===== src/rtl/parking_lot_ctrl_pkg.sv =====
// Shared types and width helpers for the parking-lot controller.
package parking_pkg;

  typedef enum logic [1:0] {
    IDLE = 2'd0,
    MUL  = 2'd1,
    DONE = 2'd2
  } bill_state_e;

  // Bay index width; a single-bit index is the minimum even for tiny lots.
  function automatic int slot_w(input int n);
    int w;
    w = $clog2(n);
    return (w < 1) ? 1 : w;
  endfunction

endpackage


===== src/rtl/parking_lot_ctrl_if.sv =====
// Gate/billing-side signal bundle for parking_lot_ctrl; the master drives the
// gate events, the slave (controller) drives status and billing results.
interface parking_lot_ctrl_if #(
  parameter int NUM_SLOTS = 4,
  parameter int TIME_W    = 4,
  parameter int RATE_W    = 4
) ();
  localparam int SLOT_W = parking_pkg::slot_w(NUM_SLOTS);
  localparam int COST_W = TIME_W + RATE_W;
  localparam int OCC_W  = $clog2(NUM_SLOTS + 1);

  // Handshakes: an arrival/departure is taken on a rising clk edge where its
  // valid and ready are both high; ready never depends on the same-cycle valid.
  logic                  tick;
  logic                  arrive_valid;
  logic                  arrive_ready;
  logic [SLOT_W-1:0]     alloc_slot;
  logic                  depart_valid;
  logic [SLOT_W-1:0]     depart_slot;
  logic                  depart_ready;
  logic [RATE_W-1:0]     rate;
  logic                  depart_err;
  logic                  bill_valid;
  logic [SLOT_W-1:0]     bill_slot;
  logic [TIME_W-1:0]     bill_entry;
  logic [TIME_W-1:0]     bill_duration;
  logic [COST_W-1:0]     bill_cost;
  logic [NUM_SLOTS-1:0]  slot_busy;
  logic [OCC_W-1:0]      occupancy;
  logic                  full;
  logic                  empty;
  logic [TIME_W-1:0]     now;
  parking_pkg::bill_state_e bill_state;

  modport master (
    output tick, arrive_valid, depart_valid, depart_slot, rate,
    input  arrive_ready, alloc_slot, depart_ready, depart_err, bill_valid,
           bill_slot, bill_entry, bill_duration, bill_cost, slot_busy,
           occupancy, full, empty, now, bill_state
  );

  modport slave (
    input  tick, arrive_valid, depart_valid, depart_slot, rate,
    output arrive_ready, alloc_slot, depart_ready, depart_err, bill_valid,
           bill_slot, bill_entry, bill_duration, bill_cost, slot_busy,
           occupancy, full, empty, now, bill_state
  );
endinterface


===== src/rtl/parking_lot_ctrl_mult.sv =====
// Sequential shift-add multiplier: one multiplier bit per cycle, TIME_W steps,
// single-cycle done pulse after the last step.
module parking_cost_mult #(
  parameter int TIME_W = 4,
  parameter int RATE_W = 4
) (
  input  logic                       clk,
  input  logic                       rst_n,
  input  logic                       start_i,
  input  logic [RATE_W-1:0]          mcand_i,
  input  logic [TIME_W-1:0]          mplier_i,
  output logic                       done_o,
  output logic [TIME_W+RATE_W-1:0]   product_o
);
  localparam int COST_W = TIME_W + RATE_W;
  localparam int CNT_W  = $clog2(TIME_W + 1);

  logic [COST_W-1:0] mcand_q, acc_q;
  logic [TIME_W-1:0] mplier_q;
  logic [CNT_W-1:0]  cnt_q;
  logic              run_q, done_q;

  always_ff @(posedge clk or negedge rst_n) begin
    if (!rst_n) begin
      mcand_q  <= '0;
      acc_q    <= '0;
      mplier_q <= '0;
      cnt_q    <= '0;
      run_q    <= 1'b0;
      done_q   <= 1'b0;
    end else begin
      done_q <= 1'b0;
      if (start_i) begin
        mcand_q  <= COST_W'(mcand_i);
        mplier_q <= mplier_i;
        acc_q    <= '0;
        cnt_q    <= '0;
        run_q    <= 1'b1;
      end else if (run_q) begin
        if (mplier_q[0]) acc_q <= acc_q + mcand_q;
        mcand_q  <= mcand_q << 1;
        mplier_q <= mplier_q >> 1;
        cnt_q    <= cnt_q + 1'b1;
        if (cnt_q == CNT_W'(TIME_W - 1)) begin
          run_q  <= 1'b0;
          done_q <= 1'b1;
        end
      end
    end
  end

  assign done_o    = done_q;
  assign product_o = acc_q;
endmodule


===== src/rtl/parking_lot_ctrl.sv =====
// Parking-lot controller: bay allocation, hourly ageing and sequential billing.
// Optional macro PARKING_MIN_CHARGE_EN bills a zero-hour stay as one hour.
module parking_lot_ctrl
  import parking_pkg::*;
#(
  parameter int NUM_SLOTS = 4,
  parameter int TIME_W    = 4,
  parameter int RATE_W    = 4
) (
  input logic               clk,
  input logic               rst_n,
  parking_lot_ctrl_if.slave pl
);
  localparam int SLOT_W = slot_w(NUM_SLOTS);
  localparam int COST_W = TIME_W + RATE_W;
  localparam int OCC_W  = $clog2(NUM_SLOTS + 1);
  localparam logic [TIME_W-1:0] DUR_MAX = '1;

  logic [NUM_SLOTS-1:0] busy_q;
  logic [TIME_W-1:0]    entry_q [NUM_SLOTS];
  logic [TIME_W-1:0]    dur_q   [NUM_SLOTS];
  logic [TIME_W-1:0]    now_q;
  logic [OCC_W-1:0]     occ_q;

  bill_state_e          state_q;
  logic                 bill_valid_q, err_q;
  logic [SLOT_W-1:0]    bslot_q, bill_slot_q;
  logic [TIME_W-1:0]    bentry_q, bdur_q, bill_entry_q, bill_dur_q;
  logic [COST_W-1:0]    bill_cost_q;

  logic                 full, arr_acc, dep_ok, slot_hit, dep_hit, mul_done;
  logic [SLOT_W-1:0]    alloc;
  logic [TIME_W-1:0]    sel_entry, sel_dur, mul_op;
  logic [COST_W-1:0]    mul_prod;

  always_comb begin
    alloc = '0;
    for (int i = NUM_SLOTS - 1; i >= 0; i--)
      if (!busy_q[i]) alloc = SLOT_W'(i);
  end

  assign full    = (occ_q == OCC_W'(NUM_SLOTS));
  assign arr_acc = pl.arrive_valid && !full;
  assign dep_ok  = (state_q == IDLE);

  // Out-of-range bay numbers never match, so they read as an empty bay.
  always_comb begin
    slot_hit  = 1'b0;
    sel_entry = '0;
    sel_dur   = '0;
    for (int i = 0; i < NUM_SLOTS; i++) begin
      if (pl.depart_slot == SLOT_W'(i)) begin
        slot_hit  = busy_q[i];
        sel_entry = entry_q[i];
        sel_dur   = dur_q[i];
      end
    end
  end
  assign dep_hit = pl.depart_valid && dep_ok && slot_hit;

`ifdef PARKING_MIN_CHARGE_EN
  assign mul_op = (sel_dur == '0) ? TIME_W'(1) : sel_dur;
`else
  assign mul_op = sel_dur;
`endif

  always_ff @(posedge clk or negedge rst_n) begin
    if (!rst_n) begin
      busy_q <= '0;
      now_q  <= '0;
      occ_q  <= '0;
      for (int i = 0; i < NUM_SLOTS; i++) begin
        entry_q[i] <= '0;
        dur_q[i]   <= '0;
      end
    end else begin
      if (pl.tick) now_q <= now_q + 1'b1;
      occ_q <= occ_q + OCC_W'(arr_acc) - OCC_W'(dep_hit);
      // Arrival overrides a coincident tick so a fresh bay starts at zero.
      for (int i = 0; i < NUM_SLOTS; i++) begin
        if (pl.tick && busy_q[i] && dur_q[i] != DUR_MAX) dur_q[i] <= dur_q[i] + 1'b1;
        if (arr_acc && alloc == SLOT_W'(i)) begin
          busy_q[i]  <= 1'b1;
          entry_q[i] <= now_q;
          dur_q[i]   <= '0;
        end
        if (dep_hit && pl.depart_slot == SLOT_W'(i)) busy_q[i] <= 1'b0;
      end
    end
  end

  always_ff @(posedge clk or negedge rst_n) begin
    if (!rst_n) begin
      state_q      <= IDLE;
      bill_valid_q <= 1'b0;
      err_q        <= 1'b0;
      bslot_q      <= '0;
      bentry_q     <= '0;
      bdur_q       <= '0;
      bill_slot_q  <= '0;
      bill_entry_q <= '0;
      bill_dur_q   <= '0;
      bill_cost_q  <= '0;
    end else begin
      err_q        <= pl.depart_valid && dep_ok && !slot_hit;
      bill_valid_q <= 1'b0;
      case (state_q)
        IDLE: if (dep_hit) begin
          state_q  <= MUL;
          bslot_q  <= pl.depart_slot;
          bentry_q <= sel_entry;
          bdur_q   <= sel_dur;
        end
        MUL: if (mul_done) begin
          state_q      <= DONE;
          bill_valid_q <= 1'b1;
          bill_slot_q  <= bslot_q;
          bill_entry_q <= bentry_q;
          bill_dur_q   <= bdur_q;
          bill_cost_q  <= mul_prod;
        end
        DONE:    state_q <= IDLE;
        default: state_q <= IDLE;
      endcase
    end
  end

  parking_cost_mult #(.TIME_W(TIME_W), .RATE_W(RATE_W)) u_mult (
    .clk       (clk),
    .rst_n     (rst_n),
    .start_i   (dep_hit),
    .mcand_i   (pl.rate),
    .mplier_i  (mul_op),
    .done_o    (mul_done),
    .product_o (mul_prod)
  );

  assign pl.arrive_ready  = !full;
  assign pl.alloc_slot    = alloc;
  assign pl.depart_ready  = dep_ok;
  assign pl.depart_err    = err_q;
  assign pl.bill_valid    = bill_valid_q;
  assign pl.bill_slot     = bill_slot_q;
  assign pl.bill_entry    = bill_entry_q;
  assign pl.bill_duration = bill_dur_q;
  assign pl.bill_cost     = bill_cost_q;
  assign pl.slot_busy     = busy_q;
  assign pl.occupancy     = occ_q;
  assign pl.full          = full;
  assign pl.empty         = (occ_q == '0);
  assign pl.now           = now_q;
  assign pl.bill_state    = state_q;
endmodule

===== src/flat_wrapper.sv =====
// flat-port wrapper written by rule: the top's interface ports become plain ports
module parking_lot_ctrl_flat import parking_pkg::*;
#(
  parameter int NUM_SLOTS = 4,
  parameter int TIME_W    = 4,
  parameter int RATE_W    = 4
)
  (clk, rst_n, pl_tick, pl_arrive_valid, pl_depart_valid, pl_depart_slot, pl_rate, pl_arrive_ready, pl_alloc_slot, pl_depart_ready, pl_depart_err, pl_bill_valid, pl_bill_slot, pl_bill_entry, pl_bill_duration, pl_bill_cost, pl_slot_busy, pl_occupancy, pl_full, pl_empty, pl_now, pl_bill_state);
  parking_lot_ctrl_if #(.NUM_SLOTS(NUM_SLOTS), .TIME_W(TIME_W), .RATE_W(RATE_W)) pl_i ();
  input logic clk;
  input logic rst_n;
  input wire logic [$bits(pl_i.tick)-1:0] pl_tick;
  input wire logic [$bits(pl_i.arrive_valid)-1:0] pl_arrive_valid;
  input wire logic [$bits(pl_i.depart_valid)-1:0] pl_depart_valid;
  input wire logic [$bits(pl_i.depart_slot)-1:0] pl_depart_slot;
  input wire logic [$bits(pl_i.rate)-1:0] pl_rate;
  output wire logic [$bits(pl_i.arrive_ready)-1:0] pl_arrive_ready;
  output wire logic [$bits(pl_i.alloc_slot)-1:0] pl_alloc_slot;
  output wire logic [$bits(pl_i.depart_ready)-1:0] pl_depart_ready;
  output wire logic [$bits(pl_i.depart_err)-1:0] pl_depart_err;
  output wire logic [$bits(pl_i.bill_valid)-1:0] pl_bill_valid;
  output wire logic [$bits(pl_i.bill_slot)-1:0] pl_bill_slot;
  output wire logic [$bits(pl_i.bill_entry)-1:0] pl_bill_entry;
  output wire logic [$bits(pl_i.bill_duration)-1:0] pl_bill_duration;
  output wire logic [$bits(pl_i.bill_cost)-1:0] pl_bill_cost;
  output wire logic [$bits(pl_i.slot_busy)-1:0] pl_slot_busy;
  output wire logic [$bits(pl_i.occupancy)-1:0] pl_occupancy;
  output wire logic [$bits(pl_i.full)-1:0] pl_full;
  output wire logic [$bits(pl_i.empty)-1:0] pl_empty;
  output wire logic [$bits(pl_i.now)-1:0] pl_now;
  output wire logic [$bits(pl_i.bill_state)-1:0] pl_bill_state;
  assign pl_i.tick = pl_tick;
  assign pl_i.arrive_valid = pl_arrive_valid;
  assign pl_i.depart_valid = pl_depart_valid;
  assign pl_i.depart_slot = pl_depart_slot;
  assign pl_i.rate = pl_rate;
  assign pl_arrive_ready = pl_i.arrive_ready;
  assign pl_alloc_slot = pl_i.alloc_slot;
  assign pl_depart_ready = pl_i.depart_ready;
  assign pl_depart_err = pl_i.depart_err;
  assign pl_bill_valid = pl_i.bill_valid;
  assign pl_bill_slot = pl_i.bill_slot;
  assign pl_bill_entry = pl_i.bill_entry;
  assign pl_bill_duration = pl_i.bill_duration;
  assign pl_bill_cost = pl_i.bill_cost;
  assign pl_slot_busy = pl_i.slot_busy;
  assign pl_occupancy = pl_i.occupancy;
  assign pl_full = pl_i.full;
  assign pl_empty = pl_i.empty;
  assign pl_now = pl_i.now;
  assign pl_bill_state = pl_i.bill_state;
  parking_lot_ctrl #(.NUM_SLOTS(NUM_SLOTS), .TIME_W(TIME_W), .RATE_W(RATE_W)) u_core (.clk(clk), .rst_n(rst_n), .pl(pl_i));
endmodule

===== config.mk =====
export PLATFORM = sky130hd
export DESIGN_NAME = parking_lot_ctrl_flat
export DESIGN_NICKNAME = d
export VERILOG_FILES = /design/src/rtl/parking_lot_ctrl_pkg.sv /design/src/rtl/parking_lot_ctrl_if.sv /design/src/rtl/parking_lot_ctrl_mult.sv /design/src/rtl/parking_lot_ctrl.sv /design/src/flat_wrapper.sv
export SDC_FILE = /design/constraint.sdc
export NUM_CORES = 1
export LEC_CHECK = 0
export ABC_AREA = 1
export BUFFER_PORTS_ARGS = -buffer_cell sky130_fd_sc_hd__buf_2
export CELL_PAD_IN_SITES_DETAIL_PLACEMENT = 0
export CELL_PAD_IN_SITES_GLOBAL_PLACEMENT = 1
export CORE_MARGIN = 8
export CORE_UTILIZATION = 44
export DETAILED_ROUTE_END_ITERATION = 6
export PLACE_DENSITY = 0.87
export SLEW_MARGIN = 5
export SYNTH_ARGS = -nofsm -noshare
export SYNTH_HDL_FRONTEND = slang
export SYNTH_SLANG_ARGS = --single-unit
export TNS_END_PERCENT = 10

===== constraint.sdc =====
create_clock -name clk -period 2.7 [get_ports clk]
set_input_delay 0.27 -clock clk [delete_from_list [all_inputs] [get_ports clk]]
set_output_delay 0.27 -clock clk [all_outputs]
set_load 0.02 [all_outputs]

Yosys cells after proc, flatten, opt, wreduce, memory -nomap -nowiden
Index checks and enable logic that the tools add are counted.
{"block": "classes", "muxes": 52, "eq_ne": 15, "add_sub_neg": 9, "n_reduce_logical": 40}
{"operator": "$mux W4", "n": 18}
{"operator": "$mux W8", "n": 5}
{"operator": "$add A4 B1 Y4 const B", "n": 5}
{"operator": "$logic_and A1 B1 Y1", "n": 20}
{"operator": "$mux W1", "n": 20}
{"operator": "$reduce_bool A2 Y1", "n": 10}
{"operator": "$ne A4 B4 Y1 const B", "n": 4}
{"operator": "$mux W2", "n": 6}
{"operator": "$add A8 B8 Y8", "n": 1}
{"operator": "$eq A2 B2 Y1 const B", "n": 4}
{"operator": "$reduce_and A2 Y1", "n": 4}
{"operator": "$eq A2 B1 Y1 const B", "n": 3}
{"operator": "$logic_not A2 Y1", "n": 3}
{"operator": "$mux W3", "n": 2}
{"operator": "$ne A2 B2 Y1 const B", "n": 2}
{"operator": "$pmux W2 S2", "n": 1}
{"operator": "$add A3 B1 Y3", "n": 1}
{"operator": "$add A3 B1 Y3 const B", "n": 1}
{"operator": "$eq A3 B2 Y1 const B", "n": 1}
{"operator": "$eq A3 B3 Y1 const B", "n": 1}
{"operator": "$logic_not A3 Y1", "n": 1}
{"operator": "$sub A3 B1 Y3", "n": 1}
{"operator": "$logic_not A1 Y1", "n": 2}
{"block": "totals", "regBits": 100, "input_bits": 11}

Logic depth before layout (Yosys ltp)
Gate-level depths: netlist of run 1.
{"block": "logic_depth", "ltp_word": 8, "depth_mapped": 11, "mapped_depth_nobuf": 10}

Hierarchy
A second synthesis of run 1 with hierarchy kept.
{"block": "hier_totals", "cells_unflattened": 574, "area_unflattened_um2": 4870.9}
{"module": "parking_lot_ctrl", "n_inst": 1, "area_per_inst_um2": 3535.9, "seq_area_each_um2": 1876.8, "cells_each": 423}
{"module": "parking_cost_mult", "n_inst": 1, "area_per_inst_um2": 1335.0, "seq_area_each_um2": 625.6, "cells_each": 151}

Worst setup path after synthesis of run 1
OpenSTA, ideal clock, no wires.
{"block": "synth_timing", "path_kind": "reg2reg", "startpoint": "register u_core.state_q[1] (netlist: u_core.pl.bill_state[1])", "endpoint": "register u_core.occ_q[2] (netlist: u_core.pl.occupancy[2])", "n_path_buf": 1, "path_stages_with_launch": 10, "required_ns": 2.571, "arrival_time_ns": 2.158, "period_less_slack_ns": 2.286, "path_slack_ns": 0.414, "setup_time_ns": 0.129, "path_cell_list": "dfrtp_1 -> nor3b_2 -> inv_1 -> a21oi_4 -> buf_6 -> ha_1 -> inv_1 -> ha_1 -> fa_1 -> xor2_1"}
{"block": "synth_via", "elab_chain_len": 4}
{"element": "from (decl)", "line": "parking_lot_ctrl.sv:25", "rtl": "bill_state_e state_q;"}
{"element": "from (signal assigned)", "line": "parking_lot_ctrl.sv:94", "rtl": "state_q <= IDLE;"}
{"element": "from (signal assigned)", "line": "parking_lot_ctrl.sv:109", "rtl": "state_q <= MUL;"}
{"element": "from (signal assigned)", "line": "parking_lot_ctrl.sv:115", "rtl": "state_q <= DONE;"}
{"element": "$logic_not A2 Y1", "line": "parking_lot_ctrl.sv:44", "rtl": "assign dep_ok = (state_q == IDLE);"}
{"element": "$logic_and A1 B1 Y1 (2 in a row)", "line": "parking_lot_ctrl.sv:59", "rtl": "assign dep_hit = pl.depart_valid && dep_ok && slot_hit;"}
{"element": "$sub A3 B1 Y3", "line": "parking_lot_ctrl.sv:78", "rtl": "occ_q <= occ_q + OCC_W'(arr_acc) - OCC_W'(dep_hit);"}
{"element": "to (signal assigned)", "line": "parking_lot_ctrl.sv:78"}
{"element": "to (decl)", "line": "parking_lot_ctrl.sv:23", "rtl": "logic [OCC_W-1:0] occ_q;"}
Every way passes these cells.
A chain may end at the register's enable or synchronous reset.

Worst setup path after layout of run 1
Same ends and word-level chain as after synthesis.

==> results of run 1 <==
## state kept, by name, indices dropped and copies added (netlist names), 4 cells and up
register / cells
u_core.bdur_q: 4
u_core.bentry_q: 4
u_core.dur_q: 16
u_core.entry_q: 16
u_core.pl.bill_cost: 8
u_core.pl.bill_duration: 4
u_core.pl.bill_entry: 4
u_core.pl.now: 4
u_core.pl.slot_busy: 4
u_core.u_mult.mcand_q: 8
u_core.u_mult.mplier_q: 4
u_core.u_mult.product_o: 8
## cells by family (layout without fill, tap and decap cells)
kind of cell               count (synthesis)  in the layout
xor gates and xnor gates                  13             13
DFF                                      100            100
AOI/OAI and AO/OA                         76             76
and+or+nand+nor                          278            278
buffers and inverters                     88            142
adders and majority gates                 18             18
## layout make-up
cell class | instances | area (sq um) | share of cell area
inverter | 72 | 270 | 0.0499
timing repair buffer | 54 | 300 | 0.0555
tap | 140 | 175 | 0.0324
clock buffer | 12 | 145 | 0.0268
clock inverter | 4 | 72.6 | 0.0134
sequential | 100 | 2500 | 0.462
multi-input combinational | 385 | 1950 | 0.360
## how the worst min path moves through the flow
stage / start / endpoint / slack, ns / cells past startpoint
after floorplan: rst_n / u_core.bdur_q[0] / -0.03 / 0
after global placement: rst_n / u_core.u_mult.product_o[0] / 0.35 / 1
after detailed placement: rst_n / u_core.u_mult.product_o[1] / 0.36 / 1
after CTS: pl_rate[0] / u_core.u_mult.mcand_q[0] / 0.11 / 3
after global routing: pl_rate[0] / u_core.u_mult.mcand_q[0] / 0.11 / 3
final: pl_rate[0] / u_core.u_mult.mcand_q[0] / 0.12 / 3
## power by group through the flow
stage | Combinational, mW | Sequential [mW] | Clock (mW)
floorplan | 1.68 | 2.77 | 0
global route | 2.90 | 2.73 | 1.12
detailed placement | 2.55 | 2.66 | 0
finish | 2.51 | 2.64 | 1.04
global placement | 2.47 | 2.64 | 0
CTS | 2.56 | 2.64 | 1.08
## synthesized netlist by cell type
| library cell | count |
|---|---|
| sky130_fd_sc_hd__nand4_1 | 5 |
| sky130_fd_sc_hd__nand2_1 | 176 |
| sky130_fd_sc_hd__a21oi_4 | 1 |
| sky130_fd_sc_hd__xor2_1 | 9 |
| sky130_fd_sc_hd__buf_1 | 1 |
| sky130_fd_sc_hd__or2_2 | 2 |
| sky130_fd_sc_hd__o21ai_0 | 47 |
| sky130_fd_sc_hd__buf_2 | 5 |
| sky130_fd_sc_hd__inv_2 | 2 |
| sky130_fd_sc_hd__nand2_4 | 3 |
| sky130_fd_sc_hd__nand3_2 | 1 |
| sky130_fd_sc_hd__o21ai_1 | 3 |
| sky130_fd_sc_hd__fa_1 | 2 |
| sky130_fd_sc_hd__xnor2_1 | 4 |
| sky130_fd_sc_hd__nor3_1 | 1 |
| sky130_fd_sc_hd__nor2_4 | 1 |
| sky130_fd_sc_hd__nor2_1 | 28 |
| sky130_fd_sc_hd__nor2_2 | 1 |
| sky130_fd_sc_hd__a21oi_1 | 22 |
| sky130_fd_sc_hd__nand2_2 | 1 |
| sky130_fd_sc_hd__buf_6 | 5 |
| sky130_fd_sc_hd__inv_1 | 69 |
| sky130_fd_sc_hd__clkbuf_1 | 5 |
| sky130_fd_sc_hd__ha_1 | 16 |
| sky130_fd_sc_hd__nand3b_1 | 3 |
| sky130_fd_sc_hd__dfrtp_1 | 100 |
| sky130_fd_sc_hd__nor3b_1 | 1 |
| sky130_fd_sc_hd__nor3b_2 | 1 |
| sky130_fd_sc_hd__clkinv_1 | 1 |
| sky130_fd_sc_hd__a31oi_1 | 1 |
| sky130_fd_sc_hd__o21a_1 | 1 |
| sky130_fd_sc_hd__nand3_1 | 54 |
| sky130_fd_sc_hd__o211ai_1 | 1 |
## metal layers
layer	track usage	vias to the layer above	part of all wire
met1	0.186	1759	0.46
met4	0.0320	0	0.011
li1	-	1910	-
met5	0	-	0
met3	0.0438	8	0.048
met2	0.256	65	0.49
## metrics by stage
step | instances | total power [mW] | instance area (sq um)
CTS | 767 | 6.27 | 5410
finish | 767 | 6.18 | 5410
detailed placement | 750 | 5.21 | 5180
floorplan | 573 | 4.45 | 4820
global route | 767 | 6.76 | 5410
global placement | 750 | 5.11 | 5180
## worst min-delay path, cell delays in order
cell and delay (ns):
sky130_fd_sc_hd__buf_2 0.08, sky130_fd_sc_hd__nand2_1 0.04, sky130_fd_sc_hd__nand2_1 0.05
==> impl_metrics.toml, run 1 <==
[outcome]
outcome = "complete, no violations"

[global_route]
groute.usage.overall = 0.151
overflow = 0
antenna_found_initial = 0
maximum_number_of_pins_on_one_net_before_global_route_repair = 53
first_pass_grt_wire_length_um = 18000
number_of_global_route_vias_before_repair = 3748

[final_layout]
ratio_of_cells_with_drive_above_1_in_the_final_layout = 0.128
fill_count = 1086
fin_util = 0.502
n_antenna_cell = 0
most-common-layout-cells = "sky130_fd_sc_hd__nand2_1, sky130_fd_sc_hd__dfrtp_1, sky130_fd_sc_hd__inv_1"
finalNetCount = 651
mostFrequentLayoutCell = "sky130_fd_sc_hd__nand2_1"
syn_to_final_growth_pct = 12.2

[worst_setup_path]
worstReg2RegStart = "u_core.pl.bill_state[1]"
cp_num_buf_inv = 2
worst-endpoint-arrival_ns = 2.30
cp_data_required_time_ns = 2.94
worstSetupEndpointType = "flip-flop"
timing.setup.critical_path_class = "flip-flop to flip-flop"
critical_path.cell_chain = "nor3b_2 -> inv_1 -> a21oi_4 -> ha_1 -> inv_1 -> ha_1 -> fa_1 -> xor2_1"
slowest_delay_ns = 0.42
critical_path.top_delay_family = "adder cells"
worst_setup_path_start_kind = "flip-flop"
flop2flop_setup_slack_ns = 0.64
crit_end = "u_core.pl.occupancy[2]"
r2r_cells = 8
crit_path_top_delay_cell = "sky130_fd_sc_hd__dfrtp_1"
cp.depth = 8
timing.critical_path.from = "u_core.pl.bill_state[1]"
critical_r2r_capture = "u_core.pl.occupancy[2]"
critPathMaxFanout = 4

[floorplanning]
dieArea_sq_um = 14600
die_width_um = 121
top_level_ports = 50
initial_utilization = 0.447
coreArea_sq_um = 10800
placementRows = 38
die_height_um = 121

[worst_hold_path]
holdCritPathClass = "input port to flip-flop"

[sta]
final.setup.tns_ns = 0
unrepaired_setup_endpoints_after_global_routing = "no"
worst_slack_ns = 0.637
final.min_clock_period_ns = 2.06
maxSlewHeadroom = 0.557
min_period_over_period = 0.764
worstMarginPinSlew_ns = 0.665
setup_viol = 0
max_freq_mhz = 485
fin_hold_ws_ns = 0.119
clock-skew-final_ns = 0.0113
timing.final.hold_violations = 0
slew_viol_final = 0

[clock_network]
number_of_buffers_inserted_during_clock_tree_synthesis = 9
cts.root.buffer_cell = "sky130_fd_sc_hd__clkbuf_8"
clk_pin_slew_ns = 0.09
tritoncts_num_sinks = 100
cts_hold_repair.buffers = 1
ctsResizeCount = 0
tritoncts = "done"
clk_path_buf_depth = 2
postCtsSetupBuffers = 0
h-tree-depth = 3
worst_skew_late_latency_ns = 0.36

[power]
power.share.switching = 0.421
power.density_cell_area_nw_per_um2 = 1140
vdd.ir_drop.worst_uv = 864
clock_power_share = 0.168
p_sw_mw = 2.61
power.leakage_nw = 2.92
sequentialPowerShare = 0.427
cellInternalPower_mw = 3.58
combinationalPowerShare = 0.405

[route]
drt_wl_total_um = 10400
antenna_left = 0
drt_pass1_iterations = 4
vias_per_cell = 4.88
via_count = 3742
drcViolationCount = 0
wl_per_cell_um = 13.5
drt_iter0_markers = 168

[run]
cap_viol_max_count = 0

[logic_synthesis]
synth.yosys.warnings = 0
synth-seq-cells = 100
netlist_area_sq_um = 4820
synth.yosys.seq_area_share = 0.519
yosysTopAreaCellShare = 0.519
yosys.cell_types.count = 33
synth_top_family_by_area = "simple AND/OR/NAND/NOR gates"
yosys.area_share.simple = 0.248
post_synth.cell_area_avg_sq_um = 8.42
syn_nets = 602
synth_compound_gate_area_share = 0.0825
yosysTopAreaCell = "sky130_fd_sc_hd__dfrtp_1"
synthAdderAreaFrac = 0.0498
post_synth_mux_area_share = 0
synth_area_leaders = "sky130_fd_sc_hd__dfrtp_1, sky130_fd_sc_hd__nand2_1, sky130_fd_sc_hd__nand3_1, sky130_fd_sc_hd__inv_1, sky130_fd_sc_hd__o21ai_0"
syn_inst_count = 573
synth-xor-area-share = 0.0236

[placement]
dp_slack_ns = 0.552
number_of_i_o_port_buffers = 49
gp_routability_congestion = 0.917
place_hpwl_um = 7650
No activity file was read; power rests on OpenSTA's default activity.
==> inputs of run 2 (changes only) <==
clock period = 1.9 ns   (was 2.7 ns; I/O delays follow)
==> impl_metrics.toml, run 2 (synthesized netlist as in run 1, its figures left out) <==
[power]
power.density_cell_area_nw_per_um2 = 1640
power.leakage_nw = 3.00
vdd.ir_drop.worst_uv = 1050

[global_route]
grt.met3_usage = 0.0317
first_pass_grt_wire_length_um = 18200
grtUsageMet1 = 0.192
overflow = 0
maximum_number_of_pins_on_one_net_before_global_route_repair = 44
groute.usage.overall = 0.154
number_of_global_route_vias_before_repair = 3818
antenna_found_initial = 0
met2_use_gr = 0.261
busiest_layer = "met2"

[route]
drt_wl_total_um = 10800
drt_iter0_markers = 184
wl_per_cell_um = 13.8
drt_pass1_iterations = 5
vias_per_cell = 4.95
drcViolationCount = 0
via_count = 3861
antenna_left = 0

[sta]
worst_slack_ns = 0.0381
clock-skew-final_ns = 0.0163
max_freq_mhz = 537
min_period_over_period = 0.980
unrepaired_setup_endpoints_after_global_routing = "yes"
final.min_clock_period_ns = 1.86
timing.final.hold_violations = 0
slew_viol_final = 0
maxSlewHeadroom = 0.687
worstMarginPinSlew_ns = 0.469
fin_hold_ws_ns = 0.0343
setup_viol = 0

[final_layout]
mostFrequentLayoutCell = "sky130_fd_sc_hd__nand2_1"
fin_util = 0.518
finalNetCount = 664
ratio_of_cells_with_drive_above_1_in_the_final_layout = 0.164
n_antenna_cell = 0
syn_to_final_growth_pct = 15.8
postLayoutCellArea_sq_um = 5590
most-common-layout-cells = "sky130_fd_sc_hd__nand2_1, sky130_fd_sc_hd__dfrtp_1, sky130_fd_sc_hd__inv_1"
top_regs = "u_core.dur_q (16), u_core.entry_q (16)"

[worst_setup_path]
cp_data_required_time_ns = 2.14
critPathMaxFanout = 4
timing.setup.critical_path_class = "flip-flop to flip-flop"
worstSetupEndpointType = "flip-flop"
worst_setup_path_start_kind = "flip-flop"
worst-endpoint-arrival_ns = 2.10

[placement]
gp_routability_congestion = 0.830
number_of_i_o_port_buffers = 49
place_hpwl_um = 8040
post_dp_cell_area_sq_um = 5320
dp_slack_ns = 0.0398

[floorplanning]
placementRows = 38
dieArea_sq_um = 14600
die_width_um = 121
coreArea_sq_um = 10800
top_level_ports = 50
die_height_um = 121
initial_utilization = 0.447

[clock_network]
tritoncts = "done"
number_of_buffers_inserted_during_clock_tree_synthesis = 9
cts.root.buffer_cell = "sky130_fd_sc_hd__clkbuf_8"
postCtsSetupBuffers = 0
worst_skew_late_latency_ns = 0.37
clk_pin_slew_ns = 0.11
tritoncts_num_sinks = 100
clk_path_buf_depth = 2
h-tree-depth = 3

[run]
cap_viol_max_count = 0

[outcome]
outcome = "complete, no violations"

[worst_hold_path]
holdCritPathClass = "input port to flip-flop"
run 2: changes by cell type in the layout (fill, tap and decap cells not counted), moves of 2 or more:
cell,delta
sky130_fd_sc_hd__buf_4,+13
sky130_fd_sc_hd__clkbuf_1,-2
sky130_fd_sc_hd__dfrtp_1,-2
sky130_fd_sc_hd__dfrtp_2,+2
sky130_fd_sc_hd__ha_1,-2
sky130_fd_sc_hd__ha_4,+2
sky130_fd_sc_hd__inv_1,-2
sky130_fd_sc_hd__inv_2,+2
sky130_fd_sc_hd__inv_6,+2
sky130_fd_sc_hd__nand3_1,-3
sky130_fd_sc_hd__nand3_2,+3
run 2: power by group:
group	switching [mW]	internal, mW
combinational	2.44	1.41
clock	0.768	0.882
sequential	0.646	3.03
run 2: area by class of cell:
cell class	count	area [sq um]
Clock buffer	9	124
Tap cell	140	175
Sequential cell	100	2500
Timing Repair Buffer	67	398
Inverter	72	270
Fill cell	1007	5200
Clock inverter	7	120
Multi-Input combinational cell	385	2000
run 2: layer usage:
metal,vias to the layer above,part of all wire
met4,0,0.015
li1,1945,-
met1,1830,0.47
met5,-,0
met3,13,0.037
met2,73,0.48
run 2: final timing paths:
check	startpoint	endpoint	slack, ns	depth (start not counted)
max in group asynchronous	rst_n	u_core.dur_q[7]	0.98	3
min	pl_rate[0]	u_core.u_mult.mcand_q[0]	0.03	3
min reg2reg	u_core.bentry_q[3]	u_core.pl.bill_entry[3]	0.48	2
max reg2reg	u_core.pl.bill_state[1]	u_core.pl.occupancy[1]	0.04	7
min in group asynchronous	rst_n	u_core.u_mult.cnt_q[0]	0.32	2
max	u_core.pl.bill_state[1]	u_core.pl.occupancy[1]	0.04	7
run 2: repair_timing:
action	in CTS	in global routing
endpoints found under the setup margin	0	19
endpoints found under the hold margin	32	0
resized for setup	0	3
hold buffers	1	0
run 2: stage by stage:
stage	std cells	TNS (ns)	power, mW
after floorplan	573	-0.381	6.38
after global placement	763	0	7.45
after detailed placement	763	0	7.58
after CTS	780	0	9.24
after global routing	780	-0.0358	9.94
final	780	0	9.18
run 2: critical path: stages, from the launching register on:
cell                      delay [ns]
sky130_fd_sc_hd__dfrtp_2        0.45
sky130_fd_sc_hd__nor3b_4        0.22
sky130_fd_sc_hd__inv_2          0.07
sky130_fd_sc_hd__a21oi_4        0.17
sky130_fd_sc_hd__ha_4           0.22
sky130_fd_sc_hd__inv_2          0.06
sky130_fd_sc_hd__ha_4           0.12
sky130_fd_sc_hd__fa_2           0.41
